==> config.mk <==
export PLATFORM = sky130hd
export DESIGN_NAME = alu_seq
export DESIGN_NICKNAME = d
export VERILOG_FILES = /design/src/rtl/alu_seq.sv
export SDC_FILE = /design/constraint.sdc
export NUM_CORES = 1
export LEC_CHECK = 0
export BUFFER_PORTS_ARGS = -buffer_cell sky130_fd_sc_hd__buf_2
export CORE_MARGIN = 2
export CORE_UTILIZATION = 64
export DETAILED_ROUTE_END_ITERATION = 8
export PLACE_DENSITY = 0.82
export SLEW_MARGIN = 20
export SYNTH_ARGS = -nofsm -noshare
export SYNTH_HDL_FRONTEND = slang
export SYNTH_SLANG_ARGS = --single-unit
==> constraint.sdc <==
create_clock -name clk_i -period 9.8 [get_ports clk_i]
set_input_delay 1.96 -clock clk_i [delete_from_list [all_inputs] [get_ports clk_i]]
set_output_delay 1.96 -clock clk_i [all_outputs]
set_load 0.02 [all_outputs]
==> src/rtl/alu_seq.sv <==
// Sequential ALU: single-cycle logic/arith ops plus a restoring divider for / and %.
// Define ALU_SEQ_RNG_EN to enable the op 8 xorshift random source (otherwise op 8 yields 0).
module alu_seq #(
   parameter int unsigned WIDTH = 16,
   parameter int unsigned IMM_W = 5
) (
   input  logic             clk_i,
   input  logic             reset_i,
   input  logic             start_i,
   input  logic [3:0]       op_i,
   input  logic [WIDTH-1:0] a_i,
   input  logic [WIDTH-1:0] b_i,
   input  logic [IMM_W-1:0] imm_i,
   output logic             ready_o,
   output logic             done_o,
   output logic [WIDTH-1:0] result_o,
   output logic             zero_o,
   output logic             sign_o,
   output logic             dbz_o
);

   localparam int unsigned CntW = $clog2(WIDTH + 1);

   typedef enum logic [1:0] {StIdle, StExec, StDiv, StFin} state_e;

   state_e           state_q, state_d;
   logic [3:0]       op_q, op_d;
   logic [WIDTH-1:0] a_q, a_d, b_q, b_d;
   logic [IMM_W-1:0] imm_q, imm_d;
   logic [WIDTH-1:0] rem_q, rem_d, quo_q, quo_d;
   logic [CntW-1:0]  cnt_q, cnt_d;
   logic             dz_q, dz_d;
   logic             done_q, done_d;
   logic [WIDTH-1:0] result_q, result_d;
   logic             zero_q, zero_d, sign_q, sign_d, dbz_q, dbz_d;

   logic [WIDTH-1:0] sx, zx, exec_res, res_val;
   logic [WIDTH:0]   rem_sh, diff;
   logic             res_load;

`ifdef ALU_SEQ_RNG_EN
   logic [WIDTH-1:0] rng_q, rng_d, rng_nxt;

   function automatic logic [WIDTH-1:0] rng_step(input logic [WIDTH-1:0] s);
      logic [WIDTH-1:0] t;
      t = s + WIDTH'(1);
      t = t ^ (t << 7);
      t = t ^ (t >> 9);
      t = t ^ (t << 8);
      return t;
   endfunction

   assign rng_nxt = rng_step(rng_q);
`endif

   assign sx = WIDTH'($signed(imm_q));
   assign zx = WIDTH'(imm_q);

   always_comb begin
      exec_res = '0;
      case (op_q)
         4'd0:    exec_res = a_q + b_q + sx;
         4'd1:    exec_res = a_q - b_q - sx;
         4'd2:    exec_res = a_q & (b_q | zx);
         4'd3:    exec_res = a_q | b_q | zx;
         4'd4:    exec_res = a_q * (b_q + sx);
         4'd6:    exec_res = a_q ^ b_q;
`ifdef ALU_SEQ_RNG_EN
         4'd8:    exec_res = a_q;   // a_q holds the fresh RNG value when a was 0
`endif
         default: exec_res = '0;
      endcase
   end

   // One restoring step: shift the next dividend bit into the partial remainder.
   assign rem_sh = {rem_q, quo_q[WIDTH-1]};
   assign diff   = rem_sh - {1'b0, b_q};

   always_comb begin
      state_d  = state_q;
      op_d     = op_q;
      a_d      = a_q;
      b_d      = b_q;
      imm_d    = imm_q;
      rem_d    = rem_q;
      quo_d    = quo_q;
      cnt_d    = cnt_q;
      dz_d     = dz_q;
      done_d   = 1'b0;
      result_d = result_q;
      zero_d   = zero_q;
      sign_d   = sign_q;
      dbz_d    = dbz_q;
      res_load = 1'b0;
      res_val  = '0;
`ifdef ALU_SEQ_RNG_EN
      rng_d    = rng_q;
`endif

      unique case (state_q)
         StIdle: begin
            if (start_i) begin
               op_d  = op_i;
               a_d   = a_i;
               b_d   = b_i;
               imm_d = imm_i;
               cnt_d = '0;
               dz_d  = 1'b0;
               if (op_i == 4'd5 || op_i == 4'd7) begin
                  state_d = StDiv;
`ifdef ALU_SEQ_RNG_EN
               end else if (op_i == 4'd8) begin
                  // Random value becomes the dividend, a becomes the divisor.
                  rng_d   = rng_nxt;
                  a_d     = rng_nxt;
                  b_d     = a_i;
                  state_d = (a_i != '0) ? StDiv : StExec;
`endif
               end else begin
                  state_d = StExec;
               end
            end
         end
         StExec: begin
            res_load = 1'b1;
            res_val  = exec_res;
            state_d  = StIdle;
         end
         StDiv: begin
            if (cnt_q == '0) begin
               cnt_d = CntW'(1);
               if (b_q == '0) begin
                  quo_d   = '1;
                  rem_d   = a_q;
                  dz_d    = 1'b1;
                  state_d = StFin;
               end else begin
                  quo_d = a_q;
                  rem_d = '0;
               end
            end else begin
               if (!diff[WIDTH]) begin
                  rem_d = diff[WIDTH-1:0];
                  quo_d = {quo_q[WIDTH-2:0], 1'b1};
               end else begin
                  rem_d = rem_sh[WIDTH-1:0];
                  quo_d = {quo_q[WIDTH-2:0], 1'b0};
               end
               cnt_d = cnt_q + CntW'(1);
               if (cnt_q == CntW'(WIDTH)) state_d = StFin;
            end
         end
         StFin: begin
            res_load = 1'b1;
            res_val  = (op_q == 4'd7) ? quo_q : rem_q;
            state_d  = StIdle;
         end
         default: state_d = StIdle;
      endcase

      if (res_load) begin
         done_d   = 1'b1;
         result_d = res_val;
         zero_d   = (res_val == '0);
         sign_d   = res_val[WIDTH-1];
         dbz_d    = dz_q;
      end
   end

   always_ff @(posedge clk_i) begin
      if (reset_i) begin
         state_q  <= StIdle;
         op_q     <= '0;
         a_q      <= '0;
         b_q      <= '0;
         imm_q    <= '0;
         rem_q    <= '0;
         quo_q    <= '0;
         cnt_q    <= '0;
         dz_q     <= 1'b0;
         done_q   <= 1'b0;
         result_q <= '0;
         zero_q   <= 1'b1;
         sign_q   <= 1'b0;
         dbz_q    <= 1'b0;
`ifdef ALU_SEQ_RNG_EN
         rng_q    <= WIDTH'(1);
`endif
      end else begin
         state_q  <= state_d;
         op_q     <= op_d;
         a_q      <= a_d;
         b_q      <= b_d;
         imm_q    <= imm_d;
         rem_q    <= rem_d;
         quo_q    <= quo_d;
         cnt_q    <= cnt_d;
         dz_q     <= dz_d;
         done_q   <= done_d;
         result_q <= result_d;
         zero_q   <= zero_d;
         sign_q   <= sign_d;
         dbz_q    <= dbz_d;
`ifdef ALU_SEQ_RNG_EN
         rng_q    <= rng_d;
`endif
      end
   end

   assign ready_o  = (state_q == StIdle);
   assign done_o   = done_q;
   assign result_o = result_q;
   assign zero_o   = zero_q;
   assign sign_o   = sign_q;
   assign dbz_o    = dbz_q;

endmodule

**After elaboration in Yosys (flattened, before gate mapping)**

Index checks and enable logic that the tools add are counted.

- Flip-flop bits (word level): 101
- Input port bits: 44
- Output and inout bits: 21
- Word-level logic and storage cells: 80

- $add $sub $neg: 7
- $mul: 1
- Equality and inequality tests: 17
- Muxes and demuxes: 24
- Bitwise gates (word level): 5
- Reductions and logical operators: 12

Operators with widths:

| cell | count |
|---|---|
| $mux 16 | 6 |
| $pmux 16 s6 | 1 |
| $add 16x16->16 | 3 |
| $logic_not 16->1 | 2 |
| $or 16x5->16 | 2 |
| $pmux 16 s2 | 1 |
| $sub 16x16->16 | 2 |
| $eq 4x3->1 const B | 5 |
| $sub 17x16->17 | 1 |
| $and 16x16->16 | 1 |
| $mul 16x16->16 | 1 |
| $or 16x16->16 | 1 |
| $xor 16x16->16 | 1 |
| $mux 2 | 5 |
| $mux 5 | 2 |
| $pmux 5 s2 | 1 |
| $eq 4x2->1 const B | 2 |
| $mux 1 | 6 |
| $ne 2x2->1 const B | 3 |
| $ne 3x3->1 const B | 2 |
| $pmux 2 s3 | 1 |
| $add 5x1->5 const B | 1 |
| $eq 5x5->1 const B | 1 |
| $logic_not 5->1 | 1 |
| other kinds (12) | 14 |

**Logic depth before layout (Yosys ltp)**

- Depth after elaboration: 5
- Gate-level depth with buffers: 32
- Mapped depth without buffers: 32

**Worst setup path before layout**

No wires, ideal clock.

- Path type: reg-to-reg
- From: register imm_q[4]
- To: register zero_q (netlist: zero_o)
- Setup time: 115 ps
- Data arrival time: 8236 ps
- Data required time: 9685 ps
- Slack: 1449 ps
- Cell stages (with the launch flop): 30
- Buffers on the path: 0
- Period minus slack after synthesis: 8351 ps
- Cells stage by stage: dfxtp_1 inv_1 ha_1 o21ai_0 o21bai_1 a21o_1 xor2_1 and2_1 fa_1 inv_1 fa_1 fa_1 inv_1 ha_1 fa_1 inv_1 fa_1 inv_1 ha_1 or3_1 o22ai_1 o21ai_1 a21o_1 a21oi_1 xnor2_1 xnor3_1 xnor3_1 a21oi_1 o22a_1 a31o_1

- Longest elaborated chain between the ends: 5
- Elaborated cells between the ends (all ways): 10
- Those cells by class: add/sub (3); mul (1); mux (2); bitwise (3); reduce/logical (1)

Ends and longest elaborated chain:

| element | line | source |
|---|---|---|
| start: declaration | 29 | `logic [IMM_W-1:0] imm_q, imm_d;` |
| start signal: assignment | 194 | `imm_q <= imm_d;` |
| $add 16x16->16 or $or 16x5->16 (tied branches) | 66, 64 |  |
| $mul 16x16->16 or $and 16x16->16 (tied branches) | 66, 64 |  |
| $pmux 16 s6 (*) | 61 | `case (op_q)` |
| $pmux 16 s2 (*) | 100 | `unique case (state_q)` |
| $logic_not 16->1 (*) | 164 | `zero_d = (res_val == '0);` |
| end signal: assignment | 201 | `zero_q <= zero_d;` |
| end: declaration | 35 | `logic zero_q, zero_d, sign_q, sign_d, dbz_q, dbz_d;` |

Mark *: on every way between the ends. The rest lies on a longest branch, timed or not.
A chain may end at the register's enable or synchronous reset.

**Worst setup path after layout**

- From: register b_q[0]
- To: register zero_q (netlist: zero_o)

- Longest elaborated chain between the ends: 5
- Elaborated cells between the ends (all ways): 14
- Those cells by class: add/sub (5); mul (1); mux (2); bitwise (5); reduce/logical (1)

Ends and longest elaborated chain:

| element | line | source |
|---|---|---|
| start: declaration | 28 | `logic [WIDTH-1:0] a_q, a_d, b_q, b_d;` |
| start signal: assignment | 175 | `b_q <= '0;` |
| start signal: assignment | 193 | `b_q <= b_d;` |
| $add 16x16->16 (tied with other cells) | 66 | `4'd4: exec_res = a_q * (b_q + sx);` |
| $mul 16x16->16 (tied with other cells) | 66 |  |
| $pmux 16 s6 (*) | 61 |  |
| $pmux 16 s2 (*) | 100 |  |
| $logic_not 16->1 (*) | 164 |  |

Marked as above.

==> results.py <==
metrics = {
    "setup_path": {
        "worstPathRequired_ns": 10.07,
        "critical_path.max_stage_delay_ns": 0.60,
        "critPathCaptureType": "flop",
        "cp_max_fo": 10,
        "crit_start": "b_q[0]$_SDFFE_PP0P_",
        "worstReg2RegStart": "b_q[0]$_SDFFE_PP0P_",
        "critical_path_class": "reg2reg",
        "slowest_stage": "xor2_1",
        "path_common_cell": "fa_1",
        "crit_arrival_ns": 8.65,
        "worst_setup_path_start_kind": "flop",
    },
    "timing": {
        "fin_crit_ns": 8.38,
        "drv_slew": 0,
        "tns_ns": 0,
        "tightest_slew_ns": 1.09,
        "relSlewSlack": 0.274,
        "hold_viol_final": 0,
        "final-setup-viol-count": 0,
        "rsz0062_at_grt": "no",
        "fmaxAchievable_mhz": 119,
        "fin_crit_sh": 0.856,
        "finClkSkew_ns": 0.0119,
    },
    "route": {
        "ant_nets": 0,
        "drc": 0,
        "viasPerCell": 6.24,
        "num_vias": 11700,
        "drt_pass1_iterations": 6,
        "wl_per_cell_um": 20.4,
        "drt_iter0_markers": 1462,
        "routed_wl_um": 38300,
    },
    "finish": {
        "area_growth_pct": 7.07,
        "drive_gt1_frac": 0.0801,
        "layout.nets": 1919,
        "final_area_mm2": 0.0136,
        "antenna_cells": 0,
    },
    "clock_network": {
        "cts-resized-gates": 0,
        "cts-htree-levels": 3,
        "clkTransAtPathRegs_ns": 0.08,
        "ctsHoldBuffers": 0,
        "post_cts_buffers": 0,
        "numCtsBuffers": 9,
        "insertion_delay_ns": 0.37,
        "cts_root_buffer": "clkbuf_16",
        "clk_path_buf_depth": 2,
        "cts.sinks": 100,
        "cts_tree": "yes",
    },
    "die": {
        "die_w_um": 145,
        "rows": 51,
        "core-area_mm2": 0.0195,
        "die_h_um": 145,
        "io_pins": 65,
        "start_util": 0.651,
        "die_area_mm2": 0.0210,
    },
    "yosys": {
        "synth_seq_cells": 100,
        "syn_inst": 1579,
        "syn_area_per_cell_um2": 8.03,
        "synth_top_cell_by_area": "fa_1",
        "synth_common_cells": "nand2_1 (225), inv_1 (165), ha_1 (156)",
        "yosysUniqueCellTypes": 75,
        "yosys.area.top_type_share": 0.178,
        "synth_area_mm2": 0.0127,
        "synth_edf_count": 0,
        "ys.flop_type": "dfxtp_1",
        "synthTopCellsByArea": "fa_1 (18%), dfxtp_1 (16%), ha_1 (15%)",
        "syn_nets": 1892,
        "synth.most_common_cell": "nand2_1",
        "async_flop_share": 0,
        "ys_warn_count": 0,
        "synth-seq-area-share": 0.158,
    },
    "status": {
        "status": "complete, no violations",
    },
    "power_and_ir_drop": {
        "cellPowerDensity_mw_per_mm2": 118,
        "vdd_ir_drop_max_mv": 0.0960,
        "leakage_nw": 6.11,
    },
    "placement": {
        "place.gp.congestion": 0.994,
        "hpwl_um": 28900,
        "place_area_mm2": 0.0133,
        "io_buffer_count": 64,
    },
    "global_routing": {
        "grt-ovfl-total": 0,
        "grt_max_degree": 103,
        "antenna_found_initial": 0,
        "grt.total_usage": 0.381,
        "grt_first_pass_wirelength_um": 61000,
        "grt_pass1_vias": 11500,
    },
    "min_path": {
        "worstHoldStart": "result_o[7]$_SDFFE_PP0P_",
        "hold_class": "reg2reg",
    },
    "run": {
        "max_cap_viol_count": 0,
    },
}
==> path summary, 6_finish.rpt <==
check | endpoint | cells after the start | slack, ns
worst min-delay path | result_o[7]$_SDFFE_PP0P_ | 2 | 0.45
worst max register to register | zero_o$_SDFFE_PP1P_ | 29 | 1.42
worst max-delay path | zero_o$_SDFFE_PP1P_ | 29 | 1.42
worst min register to register | result_o[7]$_SDFFE_PP0P_ | 2 | 0.45
==> kinds of logic after synthesis <==
| group | share of synthesized area |
|---|---|
| AO/OA/AOI/OAI | 0.167 |
| adder cells (fa/ha/maj) | 0.332 |
| flip-flops | 0.158 |
| XOR/XNOR | 0.0642 |
| multiplexers | 0.00740 |
| buffers and inverters | 0.0728 |
| AND/OR/NAND/NOR | 0.199 |
==> flip-flops by register name, indices dropped and copies added (netlist names) <==
signal	flops
dbz_o	1
op_q	4
state_q	2
quo_q	16
cnt_q	5
done_o	1
result_o	16
imm_q	5
dz_q	1
b_q	16
rem_q	16
a_q	16
zero_o	1
==> critical path: cells and delay by family, from the launching register on <==
| family | cells | cell delay (ns) |
|---|---|---|
| adder cells (fa/ha/maj) | 9 | 3.48 |
| AO/OA/AOI/OAI | 10 | 2.07 |
| XOR/XNOR | 4 | 1.58 |
| AND/OR/NAND/NOR | 2 | 0.54 |
| flip-flops | 1 | 0.38 |
| buffers and inverters | 4 | 0.21 |
==> per-stage QoR <==
stage,setup slack [ns],hold slack [ns],std cells,utilization,power (mW)
after floorplan,1.45,0.462,1579,-,0.980
after global placement,1.66,0.441,1860,0.681,1.16
after detailed placement,1.48,0.446,1860,0.681,1.18
after CTS,1.47,0.457,1876,0.697,1.58
after global routing,1.04,0.481,1876,0.698,1.68
final,1.42,0.454,1876,0.698,1.60
==> cell usage in the layout, fill, tap and decap left out, types with 51 or more instances in the layout <==
master	count
nand2_1	225
inv_1	165
ha_1	156
a21oi_1	152
fa_1	113
nor2_1	106
dfxtp_1	100
and2_1	74
buf_2	63
xnor2_1	51
==> power breakdown <==
group | internal (mW) | total [mW] | switching, mW
clock | 0.205 | 0.398 | 0.192
sequential | 0.423 | 0.454 | 0.0309
combinational | 0.290 | 0.744 | 0.454
total | 0.919 | 1.60 | 0.677
==> routing by layer <==
| metal | share of wire | GRT usage | vias to the layer above |
|---|---|---|---|
| li1 | - | - | 5332 |
| met1 | 0.41 | 0.535 | 5564 |
| met2 | 0.44 | 0.583 | 675 |
| met3 | 0.11 | 0.0724 | 126 |
| met4 | 0.044 | 0.148 | 0 |
| met5 | 0 | 0 | - |
==> layout make-up <==
class                           count  area, um2
Multi-Input combinational cell   1238       9780
Fill cell                        1599       5890
Sequential cell                   100       2000
Inverter                          166        623
Timing Repair Buffer               91        526
Tap cell                          265        332
Clock buffer                        9        225
Clock inverter                      7       91.3
Power figures use the tool's default switching activity.
